==> src/rtl/maze_scene_renderer_if.sv <==
// Byte-sender link between the maze renderer and a TFT byte transmitter.
// The renderer is the master; the sender answers with tft_busy.
interface maze_scene_renderer_if;
    logic       tft_busy;
    logic       tft_dc;
    logic [7:0] tft_data;
    logic       tft_transmit;

    modport master (
        input  tft_busy,
        output tft_dc,
        output tft_data,
        output tft_transmit
    );

    modport slave (
        output tft_busy,
        input  tft_dc,
        input  tft_data,
        input  tft_transmit
    );
endinterface

==> src/rtl/maze_scene_renderer.sv <==
// Streams a maze frame (walls, food, background) pixel by pixel as colour
// bytes, MSB first, to a TFT byte sender with a strobe/busy handshake.
module maze_scene_renderer #(
    parameter int SCENE_WIDTH     = 320,
    parameter int SCENE_HEIGHT    = 480,
    parameter int CELL_SIZE       = 16,
    parameter int WALL_THICK      = 2,
    parameter int BYTES_PER_PIXEL = 3,
    localparam int COLS = SCENE_WIDTH / CELL_SIZE,
    localparam int ROWS = SCENE_HEIGHT / CELL_SIZE,
    localparam int FXW  = (COLS > 1) ? $clog2(COLS) : 1,
    localparam int FYW  = (ROWS > 1) ? $clog2(ROWS) : 1
) (
    input  logic                       clk,
    input  logic                       rst,
    input  logic                       start,
    input  logic [(ROWS+1)*COLS-1:0]   h_walls,
    input  logic [ROWS*(COLS+1)-1:0]   v_walls,
    input  logic [FXW-1:0]             food_x,
    input  logic [FYW-1:0]             food_y,
    input  logic                       food_en,
    input  logic [23:0]                wall_color,
    input  logic [23:0]                food_color,
    input  logic [23:0]                bg_color,
    maze_scene_renderer_if.master      tft,
    output logic                       busy,
    output logic                       done
);

    localparam int XW  = (SCENE_WIDTH > 1) ? $clog2(SCENE_WIDTH) : 1;
    localparam int YW  = (SCENE_HEIGHT > 1) ? $clog2(SCENE_HEIGHT) : 1;
    localparam int BW  = (BYTES_PER_PIXEL > 1) ? $clog2(BYTES_PER_PIXEL) : 1;
    localparam int CSL = $clog2(CELL_SIZE);
    localparam int HW  = (ROWS + 1) * COLS;
    localparam int VW  = ROWS * (COLS + 1);

    typedef logic [CSL-1:0] off_t;

    localparam off_t WT_LO = off_t'(WALL_THICK);
    localparam off_t WT_HI = off_t'(CELL_SIZE - WALL_THICK);
    localparam off_t FD_LO = off_t'(CELL_SIZE / 4);
    localparam off_t FD_HI = off_t'(3 * CELL_SIZE / 4);

    localparam logic [XW-1:0] X_LAST = XW'(SCENE_WIDTH - 1);
    localparam logic [YW-1:0] Y_LAST = YW'(SCENE_HEIGHT - 1);
    localparam logic [BW-1:0] B_LAST = BW'(BYTES_PER_PIXEL - 1);

    typedef enum logic [2:0] {
        IDLE,
        LOAD,
        SEND,
        GUARD,
        WAIT
    } state_e;

    state_e            state_q, state_d;
    logic [XW-1:0]     x_q, x_d;
    logic [YW-1:0]     y_q, y_d;
    logic [BW-1:0]     byte_q, byte_d;
    logic [23:0]       pix_q, pix_d;
    logic [7:0]        data_q, data_d;
    logic              done_q, done_d;
    logic [FXW-1:0]    fx_q, fx_d;
    logic [FYW-1:0]    fy_q, fy_d;
    logic              fen_q, fen_d;
    logic [23:0]       wc_q, wc_d;
    logic [23:0]       fc_q, fc_d;
    logic [23:0]       bc_q, bc_d;

    logic [31:0]       col, row;
    off_t              ox, oy;
    logic [VW-1:0]     vl_s, vr_s;
    logic [HW-1:0]     ht_s, hb_s;
    logic              is_wall, is_food;
    logic [23:0]       pix_c;

    function automatic logic [7:0] pick(input logic [23:0] c,
                                        input logic [BW-1:0] b);
        logic [7:0] r;
        if (b == BW'(0))      r = c[23:16];
        else if (b == BW'(1)) r = c[15:8];
        else                  r = c[7:0];
        return r;
    endfunction

    // Pixel classification for the current (x,y); priority wall > food > bg.
    always_comb begin
        col  = 32'(x_q) >> CSL;
        row  = 32'(y_q) >> CSL;
        ox   = x_q[CSL-1:0];
        oy   = y_q[CSL-1:0];
        vl_s = v_walls >> (row * (COLS + 1) + col);
        vr_s = v_walls >> (row * (COLS + 1) + col + 1);
        ht_s = h_walls >> (row * COLS + col);
        hb_s = h_walls >> ((row + 1) * COLS + col);
        is_wall = (ox < WT_LO && vl_s[0]) ||
                  (ox >= WT_HI && vr_s[0]) ||
                  (oy < WT_LO && ht_s[0]) ||
                  (oy >= WT_HI && hb_s[0]);
        is_food = fen_q &&
                  col == 32'(fx_q) && row == 32'(fy_q) &&
                  ox >= FD_LO && ox < FD_HI &&
                  oy >= FD_LO && oy < FD_HI;
        pix_c = is_wall ? wc_q : (is_food ? fc_q : bc_q);
    end

    always_comb begin
        state_d = state_q;
        x_d     = x_q;
        y_d     = y_q;
        byte_d  = byte_q;
        pix_d   = pix_q;
        data_d  = data_q;
        done_d  = 1'b0;
        fx_d    = fx_q;
        fy_d    = fy_q;
        fen_d   = fen_q;
        wc_d    = wc_q;
        fc_d    = fc_q;
        bc_d    = bc_q;
        unique case (state_q)
            IDLE: begin
                if (start) begin
                    state_d = LOAD;
                    x_d     = '0;
                    y_d     = '0;
                    byte_d  = '0;
                    fx_d    = food_x;
                    fy_d    = food_y;
                    fen_d   = food_en;
                    wc_d    = wall_color;
                    fc_d    = food_color;
                    bc_d    = bg_color;
                end
            end
            LOAD: begin
                pix_d = pix_c;
                if (!tft.tft_busy) begin
                    state_d = SEND;
                    data_d  = pick(pix_c, '0);
                end
            end
            SEND:  state_d = GUARD;
            GUARD: state_d = WAIT;
            WAIT: begin
                if (!tft.tft_busy) begin
                    if (byte_q != B_LAST) begin
                        byte_d  = byte_q + 1'b1;
                        data_d  = pick(pix_q, byte_q + 1'b1);
                        state_d = SEND;
                    end else begin
                        byte_d = '0;
                        if (x_q != X_LAST) begin
                            x_d     = x_q + 1'b1;
                            state_d = LOAD;
                        end else if (y_q != Y_LAST) begin
                            x_d     = '0;
                            y_d     = y_q + 1'b1;
                            state_d = LOAD;
                        end else begin
                            state_d = IDLE;
                            done_d  = 1'b1;
                        end
                    end
                end
            end
            default: state_d = IDLE;
        endcase
    end

    always_ff @(posedge clk) begin
        if (rst) begin
            state_q <= IDLE;
            x_q     <= '0;
            y_q     <= '0;
            byte_q  <= '0;
            pix_q   <= '0;
            data_q  <= '0;
            done_q  <= 1'b0;
            fx_q    <= '0;
            fy_q    <= '0;
            fen_q   <= 1'b0;
            wc_q    <= '0;
            fc_q    <= '0;
            bc_q    <= '0;
        end else begin
            state_q <= state_d;
            x_q     <= x_d;
            y_q     <= y_d;
            byte_q  <= byte_d;
            pix_q   <= pix_d;
            data_q  <= data_d;
            done_q  <= done_d;
            fx_q    <= fx_d;
            fy_q    <= fy_d;
            fen_q   <= fen_d;
            wc_q    <= wc_d;
            fc_q    <= fc_d;
            bc_q    <= bc_d;
        end
    end

    assign tft.tft_dc       = 1'b1;
    assign tft.tft_data     = data_q;
    assign tft.tft_transmit = (state_q == SEND);
    assign busy             = (state_q != IDLE);
    assign done             = done_q;

endmodule

==> src/flat_wrapper.sv <==
// flat-port wrapper written by rule: the top's interface ports become plain ports
module maze_scene_renderer_flat 
#(
    parameter int SCENE_WIDTH     = 320,
    parameter int SCENE_HEIGHT    = 480,
    parameter int CELL_SIZE       = 16,
    parameter int WALL_THICK      = 2,
    parameter int BYTES_PER_PIXEL = 3,
    localparam int COLS = SCENE_WIDTH / CELL_SIZE,
    localparam int ROWS = SCENE_HEIGHT / CELL_SIZE,
    localparam int FXW  = (COLS > 1) ? $clog2(COLS) : 1,
    localparam int FYW  = (ROWS > 1) ? $clog2(ROWS) : 1
)
  (clk, rst, start, h_walls, v_walls, food_x, food_y, food_en, wall_color, food_color, bg_color, busy, done, tft_tft_busy, tft_tft_dc, tft_tft_data, tft_tft_transmit);
  maze_scene_renderer_if tft_i ();
  input  logic clk;
  input  logic rst;
  input  logic start;
  input  logic [(ROWS+1)*COLS-1:0] h_walls;
  input  logic [ROWS*(COLS+1)-1:0] v_walls;
  input  logic [FXW-1:0] food_x;
  input  logic [FYW-1:0] food_y;
  input  logic food_en;
  input  logic [23:0] wall_color;
  input  logic [23:0] food_color;
  input  logic [23:0] bg_color;
  output logic busy;
  output logic done;
  input wire logic [$bits(tft_i.tft_busy)-1:0] tft_tft_busy;
  output wire logic [$bits(tft_i.tft_dc)-1:0] tft_tft_dc;
  output wire logic [$bits(tft_i.tft_data)-1:0] tft_tft_data;
  output wire logic [$bits(tft_i.tft_transmit)-1:0] tft_tft_transmit;
  assign tft_i.tft_busy = tft_tft_busy;
  assign tft_tft_dc = tft_i.tft_dc;
  assign tft_tft_data = tft_i.tft_data;
  assign tft_tft_transmit = tft_i.tft_transmit;
  maze_scene_renderer #(.SCENE_WIDTH(SCENE_WIDTH), .SCENE_HEIGHT(SCENE_HEIGHT), .CELL_SIZE(CELL_SIZE), .WALL_THICK(WALL_THICK), .BYTES_PER_PIXEL(BYTES_PER_PIXEL)) u_core (.clk(clk), .rst(rst), .start(start), .h_walls(h_walls), .v_walls(v_walls), .food_x(food_x), .food_y(food_y), .food_en(food_en), .wall_color(wall_color), .food_color(food_color), .bg_color(bg_color), .tft(tft_i), .busy(busy), .done(done));
endmodule
==> config.mk <==
export PLATFORM = sky130hd
export DESIGN_NAME = maze_scene_renderer_flat
export DESIGN_NICKNAME = d
export VERILOG_FILES = /design/src/rtl/maze_scene_renderer_if.sv /design/src/rtl/maze_scene_renderer.sv /design/src/flat_wrapper.sv
export SDC_FILE = /design/constraint.sdc
export NUM_CORES = 1
export LEC_CHECK = 0
export CAP_MARGIN = 20
export CORE_AREA = 10 10 520 522
export CTS_BUF_LIST = sky130_fd_sc_hd__clkbuf_8
export CTS_CLUSTER_SIZE = 24
export DETAILED_ROUTE_END_ITERATION = 8
export DIE_AREA = 0 0 530 532
export PLACE_DENSITY = 0.39
export SLEW_MARGIN = 20
export SYNTH_ARGS = -nofsm -noshare
export SYNTH_HDL_FRONTEND = slang
export SYNTH_SLANG_ARGS = --single-unit
==> constraint.sdc <==
create_clock -name clk -period 7.07 [get_ports clk]
set_clock_uncertainty 0.05 [all_clocks]
set_input_delay 0.707 -clock clk [delete_from_list [all_inputs] [get_ports clk]]
set_output_delay 0.707 -clock clk [all_outputs]
set_load 0.02 [all_outputs]
**Word-level counts from Yosys, hierarchy flattened**

Cells that the tools add are included.

- Shift operators: 4
- Equality and inequality tests: 18
- Divide/modulo/power cells: 0
- Bitwise operators: 1
- Muxes and demuxes: 31
- Magnitude comparators: 8
- Reductions and logical operators: 25
- Multipliers: 3
- Add/sub/neg operators: 8

Operators by type and width:

| kind | number |
|---|---|
| right shift 630 x 32 -> 1 bit | 2 |
| right shift 620 x 32 -> 1 bit | 2 |
| adder 32 x 5 -> 32 bit | 3 |
| two-way mux 9 bit | 9 |
| two-way mux 24 bit | 2 |
| two-way mux 8 bit | 5 |
| one-hot mux 9 bit (2 select lines) | 2 |
| adder 32 x 1 -> 32 bit, second input constant | 1 |
| multiplier 32 x 3 -> 30 bit, second input constant | 1 |
| adder 9 x 1 -> 9 bit, second input constant | 2 |
| inequality test 9 bit, second input constant | 2 |
| one-hot mux 8 bit (2 select lines) | 1 |
| two-way mux 3 bit | 5 |
| one-hot mux 3 bit (5 select lines) | 1 |
| inequality test 2 bit, second input constant | 6 |
| == test 5 bit | 2 |
| logical AND 1 bit | 10 |
| multiplier 5 x 5 -> 10 bit, second input constant | 1 |
| >= comparator 4 x 3 -> 1 bit, second input constant | 2 |
| >= comparator 4 bit, second input constant | 2 |
| less-than comparator 4 x 2 -> 1 bit, second input constant | 2 |
| less-than comparator 4 bit, second input constant | 2 |
| multiplier 5 x 3 -> 8 bit, second input constant | 1 |
| adder 5 x 1 -> 6 bit, second input constant | 1 |
| other kinds (22) | 31 |

- Bits in latches: 0
- Input port bits: 1,337
- Word-level logic and storage cells: 111
- Memories kept: 0
- Memory bits (read-only): 0
- Output and inout port bits: 12
- Memory bits (writable): 0
- Bits in registers: 139

**Logic depth before layout (Yosys ltp)**

- Depth in word-level cells: 11
- Depth in mapped cells: 25
- Gate-level depth less buffers: 19

**Worst setup path after synthesis**

Ideal clock, no wire load.

- Path kind: register -> register
- Start: reg u_core.y_q[4]
- End: reg u_core.pix_q[10]
- Library setup time: 122 ps
- Stages on the path, launching flop included: 23
- Path buffers: 4
- Arrival: 5,274 ps
- Clock period less this slack: 5,445 ps
- Slack: 1,625 ps
- Data required time: 6,898 ps
- Path through: dfxtp_1 > inv_1 > ha_1 > inv_1 > ha_1 > xor2_1 > ha_1 > ha_1 > or3b_1 > a21boi_4 > xnor3_2 > or3_1 > buf_2 > a211o_1 > a21oi_1 > a311o_2 > a31oi_1 > a21o_1 > buf_6 > and2_4 > buf_6 > buf_6 > a221o_1

- Cells in the longest elaborated chain, start to end: 9
- Elaborated cells between the ends (all ways): 27
- Those cells by class: add/sub: 5; mul: 3; eq/ne: 1; shift: 4; mux: 2; reduce/logical: 12

Ends and longest elaborated chain:

| element | RTL line | RTL |
|---|---|---|
| from (decl) | maze_scene_renderer.sv:58 | `logic [YW-1:0] y_q, y_d;` |
| from (signal assigned) | maze_scene_renderer.sv:189 | `y_q <= y_d;` |
| parallel branches: the longest is 8 deep, another holds multiplier 32 x 3 -> 30 bit | n/a |  |
| two-way mux 24 bit (*) | maze_scene_renderer.sv:104 | `pix_c = is_wall ? wc_q : (is_food ? fc_q : bc_q);` |
| to (signal assigned) | maze_scene_renderer.sv:191 | `pix_q <= pix_d;` |
| to (decl) | maze_scene_renderer.sv:60 | `logic [23:0] pix_q, pix_d;` |

Mark *: on every way between the ends.
A chain may end at the register's enable or synchronous reset.

**Worst setup path in the final report**

- Start: reg u_core.y_q[4]
- End: reg u_core.pix_q[13]

Same word-level chain as after synthesis.

==> impl_metrics.tcl <==
set metrics [dict create \
    relSlewSlack_pct 24.7 \
    cts_buffer_depth 2 \
    post_cts_hold_buffer_count 0 \
    die_height_microns 532 \
    cts_setup_buffers 0 \
    critPathSlowestCell "sky130_fd_sc_hd__o211ai_1" \
    max_slew.worst_pin.slew_ns 1.12 \
    timing.final.crit_period_ns 6.61 \
    cp-start-kind "flip-flop" \
    postSynthCellCount 2584 \
    holdCritPathClass "flip-flop to flip-flop" \
    clock_power_share_pct 21.3 \
    gates_resized_cts_repair 0 \
    route.detailed.wl_per_inst_microns 33.9 \
    seq_area_frac_synth_pct 10.6 \
    synth-warning-count 0 \
    synthesis.nets 3964 \
    nNetsFinal 5172 \
    post_route_wl_mm 245 \
    first_pass_grt_wire_length_mm 321 \
    grt.total_usage_pct 16.5 \
    synthesis.area_per_instance_sq_um 10.2 \
    timing.final.setup_violations 0 \
    final_antenna_net_count 0 \
    overflow 0 \
    initial_core_util_pct 10.1 \
    worst_ir_drop_vdd_uv 93.8 \
    viasPerCell 4.27 \
    async_reset_ff_share_pct 0 \
    max_stage_delay_ns 0.75 \
    critPathRequiredTime_ns 7.38 \
    r2r-start "u_core.y_q[4]$_SDFFE_PP0P_" \
    number_of_vias_in_the_routed_layout 30878 \
    seqCellArea_sq_um 2790 \
    min-delay-start "u_core.fc_q[20]$_SDFFE_PP0P_" \
    crit_path_end_kind "flip-flop" \
    reg2regPathDepth 18 \
    crit_family "compound AO/OA/AOI/OAI gates" \
    layout.filler_cells 28763 \
    setup.worst_path.class "flip-flop to flip-flop" \
    share_seq_of_total_power_pct 27.9 \
    share_of_post_route_cells_with_drive_strength_above_1_pct 20.3 \
    drc_errors 0 \
    synth-edff-count 0 \
    endpoint "u_core.pix_q[13]$_SDFFE_PP0P_" \
    h_tree_level_count 4 \
    static-leakage-power_nw 13.7 \
    crit_fanout 16 \
    synthesis.area_sq_um 26300 \
    synthToLayoutAreaGrowth_pct 69.2 \
    slew_violations 0 \
    rows 187 \
    critical_path_cell_by_cell "inv_1, ha_1, inv_1, ha_1, xor2_4, buf_4, nor4_2, nor3_1, nand4_1, a22oi_1, o2111a_1, a22oi_1, o211ai_1, a31o_1, a21o_1, buf_4, nor3_1, a221o_1" \
    clk_latency_ns 0.48 \
    antenna_found_initial 130 \
    floorplan.die.width_microns 530 \
    path_depth 18 \
    clock_sink_count 139 \
    largest_net_degree_at_the_start_of_global_routing 121 \
    cts-buffers-inserted 17 \
    core_area_sq_um 259000 \
    synth-seq-cells 139 \
    fmaxAchievable_mhz 151 \
    final_gp_congestion 0.912 \
    setup.worst_path.start "u_core.y_q[4]$_SDFFE_PP0P_" \
    cts-root-buf "sky130_fd_sc_hd__clkbuf_8" \
    setup_tns_ns 0 \
    p_int_mw 2.05 \
    maxCapViolCount 0 \
    finish.utilization_pct 17.2 \
    timing_hold_violations_final 0 \
    regToRegSetupSlack_ns 0.46 \
    p_per_area_nw_per_um2 69.9 \
    switching_share_of_power_pct 34.1 \
    first_global_vias 32618 \
    detail_route.iter0.violations 2374 \
    crit_arrival_ns 6.93 \
    tritoncts_clock_tree "yes" \
    status "complete, no violations" \
    synth_cell_types 91 \
    clk_pin_slew_ns 0.11 \
    floorplan.die_area_sq_um 282000 \
    worst-path-buf-inv 4 \
    synth_flop_cell "sky130_fd_sc_hd__dfxtp_1" \
    ioPinCount 1349 \
    critical_r2r_capture "u_core.pix_q[13]$_SDFFE_PP0P_" \
    rsz0062_at_grt "no" \
    multiInputGateArea_sq_um 22400 \
    dp_hpwl_mm 215 \
    timing.final.crit_share_pct 93.6 \
    net-switching-power_mw 1.06 \
    share_comb_of_total_power_pct 50.8 \
    first_pass_iters 6 \
    placement.io_buffers 1347 \
]
-- synth_stat cells (all sizes together) (7+ instances only) --
cell type | instances | area [sq um]
and2 | 22 | 140
o21ai | 47 | 235
mux4 | 521 | 11700
a211o | 10 | 87.6
nor2b | 22 | 138
xnor2 | 40 | 377
a311oi | 27 | 243
o211ai | 13 | 97.6
a221o | 17 | 170
nor2 | 103 | 387
a22o | 8 | 70.1
nand3 | 67 | 335
mux2i | 139 | 1390
nand4 | 20 | 125
or3 | 13 | 81.3
dfxtp | 139 | 2780
a311o | 7 | 71.3
nand2b | 16 | 100
a211oi | 46 | 345
a31oi | 24 | 150
a21oi | 157 | 786
nor3 | 73 | 365
and3 | 26 | 163
a221oi | 10 | 87.6
ha | 38 | 475
a22oi | 33 | 248
o221ai | 7 | 61.3
mux2 | 35 | 394
a32oi | 11 | 96.3
nand2 | 391 | 1470
or2 | 8 | 50.1
o22ai | 31 | 194
a2111oi | 9 | 78.8
inv | 36 | 135
buf | 147 | 785
xor2 | 24 | 218
clkbuf | 126 | 473
nor4 | 16 | 100
or4 | 9 | 67.6
-- tightest hold or removal path, stage by stage, from the launching register on --
cell and delay (ns):
sky130_fd_sc_hd__dfxtp_1 0.31, sky130_fd_sc_hd__nand2_1 0.05, sky130_fd_sc_hd__a21oi_1 0.05
-- per-layer routing --
metal  part of all wire [%]  GRT usage [%]  vias to the layer above
li1                       -              -                    13011
met5                   0.17              0                        -
met3                    6.6           3.82                      279
met1                     37           18.4                    16043
met2                     53           31.5                     1481
met4                    2.7           3.42                       64
-- power by group through the flow --
stage | Combinational (mW) | Sequential, mW | Clock [mW]
2_1_floorplan | 0.452 | 0.871 | 0
3_3_place_gp | 1.58 | 0.886 | 0
3_5_place_dp | 1.59 | 0.886 | 0
4_1_cts | 1.60 | 0.868 | 0.694
5_1_grt | 1.66 | 0.873 | 0.715
6_report | 1.58 | 0.867 | 0.663
-- through the flow --
stage | total power, mW | hold slack (ns) | cell area, sq um | cells | setup slack, ns
after floorplan | 1.32 | 0.375 | 26300 | 2584 | 1.62
after global placement | 2.47 | 0.391 | 44000 | 7175 | 0.150
after detailed placement | 2.47 | 0.394 | 44000 | 7175 | 0.312
after CTS | 3.16 | 0.408 | 44400 | 7207 | 0.275
after global routing | 3.25 | 0.425 | 44400 | 7222 | 0.0582
final | 3.11 | 0.406 | 44500 | 7239 | 0.455
-- cell families (layout without fill, tap and decap cells) --
logic type	after synthesis	after routing	share of synthesized area (%)
AND/OR/NAND/NOR	802	802	13.9
multiplexers	695	695	51.4
AO/OA/AOI/OAI	525	525	13.8
buffers and inverters	309	1530	5.30
flip-flops	139	139	10.6
XOR/XNOR	70	70	2.78
adder cells (fa/ha/maj)	43	43	2.19
other	1	33	0.0143
-- state kept, by name (all words and copies together) (netlist names) --
register             cells
u_core.pix_q            24
u_core.done              1
u_core.fc_q             24
u_core.fx_q              5
u_core.fy_q              5
u_core.bc_q             24
u_core.wc_q             24
u_core.x_q               9
u_core.fen_q             1
u_core.byte_q            2
u_core.y_q               9
u_core.state_q           3
u_core.tft.tft_data      8
-- worst min path at each step --
stage,to,slack (ns),cells after the start
after floorplan,u_core.pix_q[19]$_SDFFE_PP0P_,0.37,2
after global placement,u_core.fc_q[23]$_SDFFE_PP0P_,0.39,2
after detailed placement,u_core.pix_q[19]$_SDFFE_PP0P_,0.39,2
after CTS,u_core.fc_q[20]$_SDFFE_PP0P_,0.41,2
after global routing,u_core.bc_q[3]$_SDFFE_PP0P_,0.42,2
final,u_core.fc_q[20]$_SDFFE_PP0P_,0.41,2
-- cells in the final DEF, fill, tap and decap left out, types with 10 or more instances in the layout --
| cell type | instances |
|---|---|
| sky130_fd_sc_hd__ha_1 | 35 |
| sky130_fd_sc_hd__nand2_1 | 387 |
| sky130_fd_sc_hd__and3_1 | 26 |
| sky130_fd_sc_hd__xor2_1 | 19 |
| sky130_fd_sc_hd__mux4_2 | 521 |
| sky130_fd_sc_hd__a311oi_1 | 25 |
| sky130_fd_sc_hd__or3_1 | 13 |
| sky130_fd_sc_hd__o211ai_1 | 13 |
| sky130_fd_sc_hd__a211oi_1 | 44 |
| sky130_fd_sc_hd__inv_1 | 33 |
| sky130_fd_sc_hd__nand3_1 | 67 |
| sky130_fd_sc_hd__nor2_1 | 99 |
| sky130_fd_sc_hd__a221o_1 | 17 |
| sky130_fd_sc_hd__xnor2_1 | 32 |
| sky130_fd_sc_hd__nand2b_1 | 16 |
| sky130_fd_sc_hd__nor2b_1 | 20 |
| sky130_fd_sc_hd__o21ai_0 | 45 |
| sky130_fd_sc_hd__a21oi_1 | 157 |
| sky130_fd_sc_hd__mux2_2 | 35 |
| sky130_fd_sc_hd__nor3_1 | 72 |
| sky130_fd_sc_hd__a31oi_1 | 24 |
| sky130_fd_sc_hd__buf_4 | 106 |
| sky130_fd_sc_hd__a32oi_1 | 11 |
| sky130_fd_sc_hd__and2_1 | 19 |
| sky130_fd_sc_hd__nand4_1 | 20 |
| sky130_fd_sc_hd__o22ai_1 | 31 |
| sky130_fd_sc_hd__clkdlybuf4s50_1 | 1346 |
| sky130_fd_sc_hd__diode_2 | 32 |
| sky130_fd_sc_hd__mux2i_1 | 139 |
| sky130_fd_sc_hd__a22oi_1 | 33 |
| sky130_fd_sc_hd__buf_12 | 10 |
| sky130_fd_sc_hd__clkbuf_8 | 17 |
| sky130_fd_sc_hd__dfxtp_1 | 136 |
| sky130_fd_sc_hd__a211o_1 | 10 |
| sky130_fd_sc_hd__a221oi_1 | 10 |
| sky130_fd_sc_hd__nor4_1 | 14 |
-- area by class of cell --
type | instances | share of cell area, %
Multi-Input combinational cell | 2136 | 50.3
Timing Repair Buffer | 1462 | 32.5
Tap cell | 3402 | 9.57
Sequential cell | 139 | 6.27
Clock buffer | 17 | 0.526
Inverter | 36 | 0.307
Clock inverter | 15 | 0.295
Antenna cell | 32 | 0.180
Power figures use the tool's default switching activity.
==> RTL edit, RTL diff (same flow settings) <==
`SCENE_HEIGHT` is set to 480 in 2 places; all go to 120.
--- a/src/rtl/maze_scene_renderer.sv
+++ b/src/rtl/maze_scene_renderer.sv
@@ -4,3 +4,3 @@
     parameter int SCENE_WIDTH     = 320,
-    parameter int SCENE_HEIGHT    = 480,
+    parameter int SCENE_HEIGHT    = 120,
     parameter int CELL_SIZE       = 16,
--- a/src/flat_wrapper.sv
+++ b/src/flat_wrapper.sv
@@ -4,3 +4,3 @@
     parameter int SCENE_WIDTH     = 320,
-    parameter int SCENE_HEIGHT    = 480,
+    parameter int SCENE_HEIGHT    = 120,
     parameter int CELL_SIZE       = 16,
Interface: changed (resized food_y, h_walls and v_walls); port bits go from 1349 to 404. No check against the original RTL was run, so the function may have changed too.
==> RTL edit against the original RTL <==
Synthesized area down 55%; critical path depth shrank 4; count of clock-buffer cells in the layout did not move; routed wire length down 67%; hold slack better by 0.71 ps; combinational power decreased by 63%; total power decreased by 32%; sequential cell count is 4 lower; global-route usage fell by 11 points; non-clock buffer count shrank 1032; setup slack better by 860 ps; cell area down 54%.
==> RTL edit: results (changes against the original RTL) <==
first_pass_iters: 5  # -1
synth.ff_latch_count: 135  # -2.9%
leakagePower_uw: 0.00572  # -58%
drt-total-wl_um: 80700  # -67%
worst_pin_slew_ps: 1000  # -116 ps
slowest_stage: "or4b_1"
synth_area_leaders: "mux4_2 25%, dfxtp_1 23%, nand2_1 8.5%"
min_to: "u_core.bc_q[13]"
dp.cells: 5050  # -30%
diodes: 15  # -53%
use_met2_pct: 10.3  # -21 points
reg2reg_slack_ps: 1310  # +860 ps
drive_gt1_share_pct: 13.8  # -6.5 points
dr_wl_met2_um: 42900  # -67%
grt_pass1_vias: 12900  # -60%
gp_congestion: 0.723  # -21%
grt_usage_pct: 5.52  # -11 points
buffers: 430  # -71%
seqCellArea_um2: 2710  # -2.9%
holdWs_ps: 406  # +0.705 ps
dr_wl_met3_um: 5090  # -69%
ir_worst_vdd_mv: 0.104  # +11%
synth_commonest_cells: "270 x nand2_1, 140 x a21oi_1, 135 x dfxtp_1"
path_max_fanout: 17  # +1
antenna_found_initial: 61  # -53%
hold_start: "u_core.bc_q[13]"
vias: 12300  # -60%
multi_input_gates: 1067  # -50%
clk_latency_ps: 500  # +20 ps
drt-initial-drc-count: 660  # -72%
multi_input_area_share_pct: 42.6  # -7.7 points
nets: 2085  # -60%
r2r-end: "u_core.tft.tft_data[5]"
syn_nets: 1755  # -56%
post-dp-hpwl_um: 69800  # -68%
reg2reg_depth: 14  # -4
met1_usage_pct: 5.94  # -12 points
gr-usage-met3_pct: 1.46  # -2.4 points
wl_per_cell_um: 15.8  # -53%
crit_arrival_ps: 6110  # -820 ps
syn_avg_cell_area_um2: 8.93  # -12%
fill_cells: 30300  # +5.2%
drt-met1-wl_um: 30300  # -67%
outcome: "completed"
n_all_inverters: 16  # -56%
buf_share_pct: 20.8  # -12 points
seq_area_frac_synth_pct: 22.6  # +12 points
final-clk-cell-share_pct: 1.97  # +1.1 points
crit_path_max_incr_delay_ps: 820  # +70 ps
grt_pass1_wl_um: 109000  # -66%
grt_max_degree: 74  # -39%
portBuffers: 402  # -70%
RTL edit: cell count changes after synthesis, sizes merged, moves of 37 or more:
cell,unedited run,this run
mux4,521,130
nand2,391,270
buf,147,52
mux2i,139,58
nor3,73,11
clkbuf,126,67
nand3,67,30
RTL edit: power breakdown:
part           internal, µW  switching [µW]  total [µW]
Combinational           322             267         589
Clock                   321             369         691
Sequential              806            36.5         843
RTL edit: cells by family after synthesis:
| kind of cell | count (synthesis) | synth area share, % |
|---|---|---|
| simple gates | 509 | 18.9 |
| compound gates | 284 | 16.0 |
| mux | 206 | 31.1 |
| flops | 135 | 22.6 |
| buf+inv | 135 | 5.43 |
| xor+xnor | 41 | 3.01 |
| fa+ha+maj | 26 | 2.91 |
| other cells | 1 | 0.0314 |
RTL edit: worst max-delay path by stage:
stage | startpoint | endpoint | slack [ps] | depth (start not counted)
detailed placement | u_core.y_q[4] | u_core.tft.tft_data[5] | 1270 | 14
floorplan | u_core.x_q[5] | u_core.pix_q[10] | 1030 | 25
global route | u_core.y_q[4] | u_core.tft.tft_data[2] | 900 | 14
CTS | u_core.y_q[4] | u_core.tft.tft_data[5] | 1180 | 14
finish | u_core.y_q[4] | u_core.tft.tft_data[5] | 1310 | 14
global placement | u_core.x_q[4] | u_core.tft.tft_data[1] | 1330 | 16
RTL edit: per-stage QoR:
stage,utilization (%),cell area [µm²]
3_3_place_gp,7.69,19900
6_report,7.86,20400
4_1_cts,7.84,20300
2_1_floorplan,-,11900
3_5_place_dp,7.69,19900
5_1_grt,7.85,20400
RTL edit: worst max-delay path: cells and delay by family (launching register included):
kind                     cells  cell delay, ps
AO/OA/AOI/OAI                4             840
AND/OR/NAND/NOR              5            2390
buffers and inverters        1             340
flip-flops                   1             660
adder cells (fa/ha/maj)      3            1160
multiplexers                 1             180
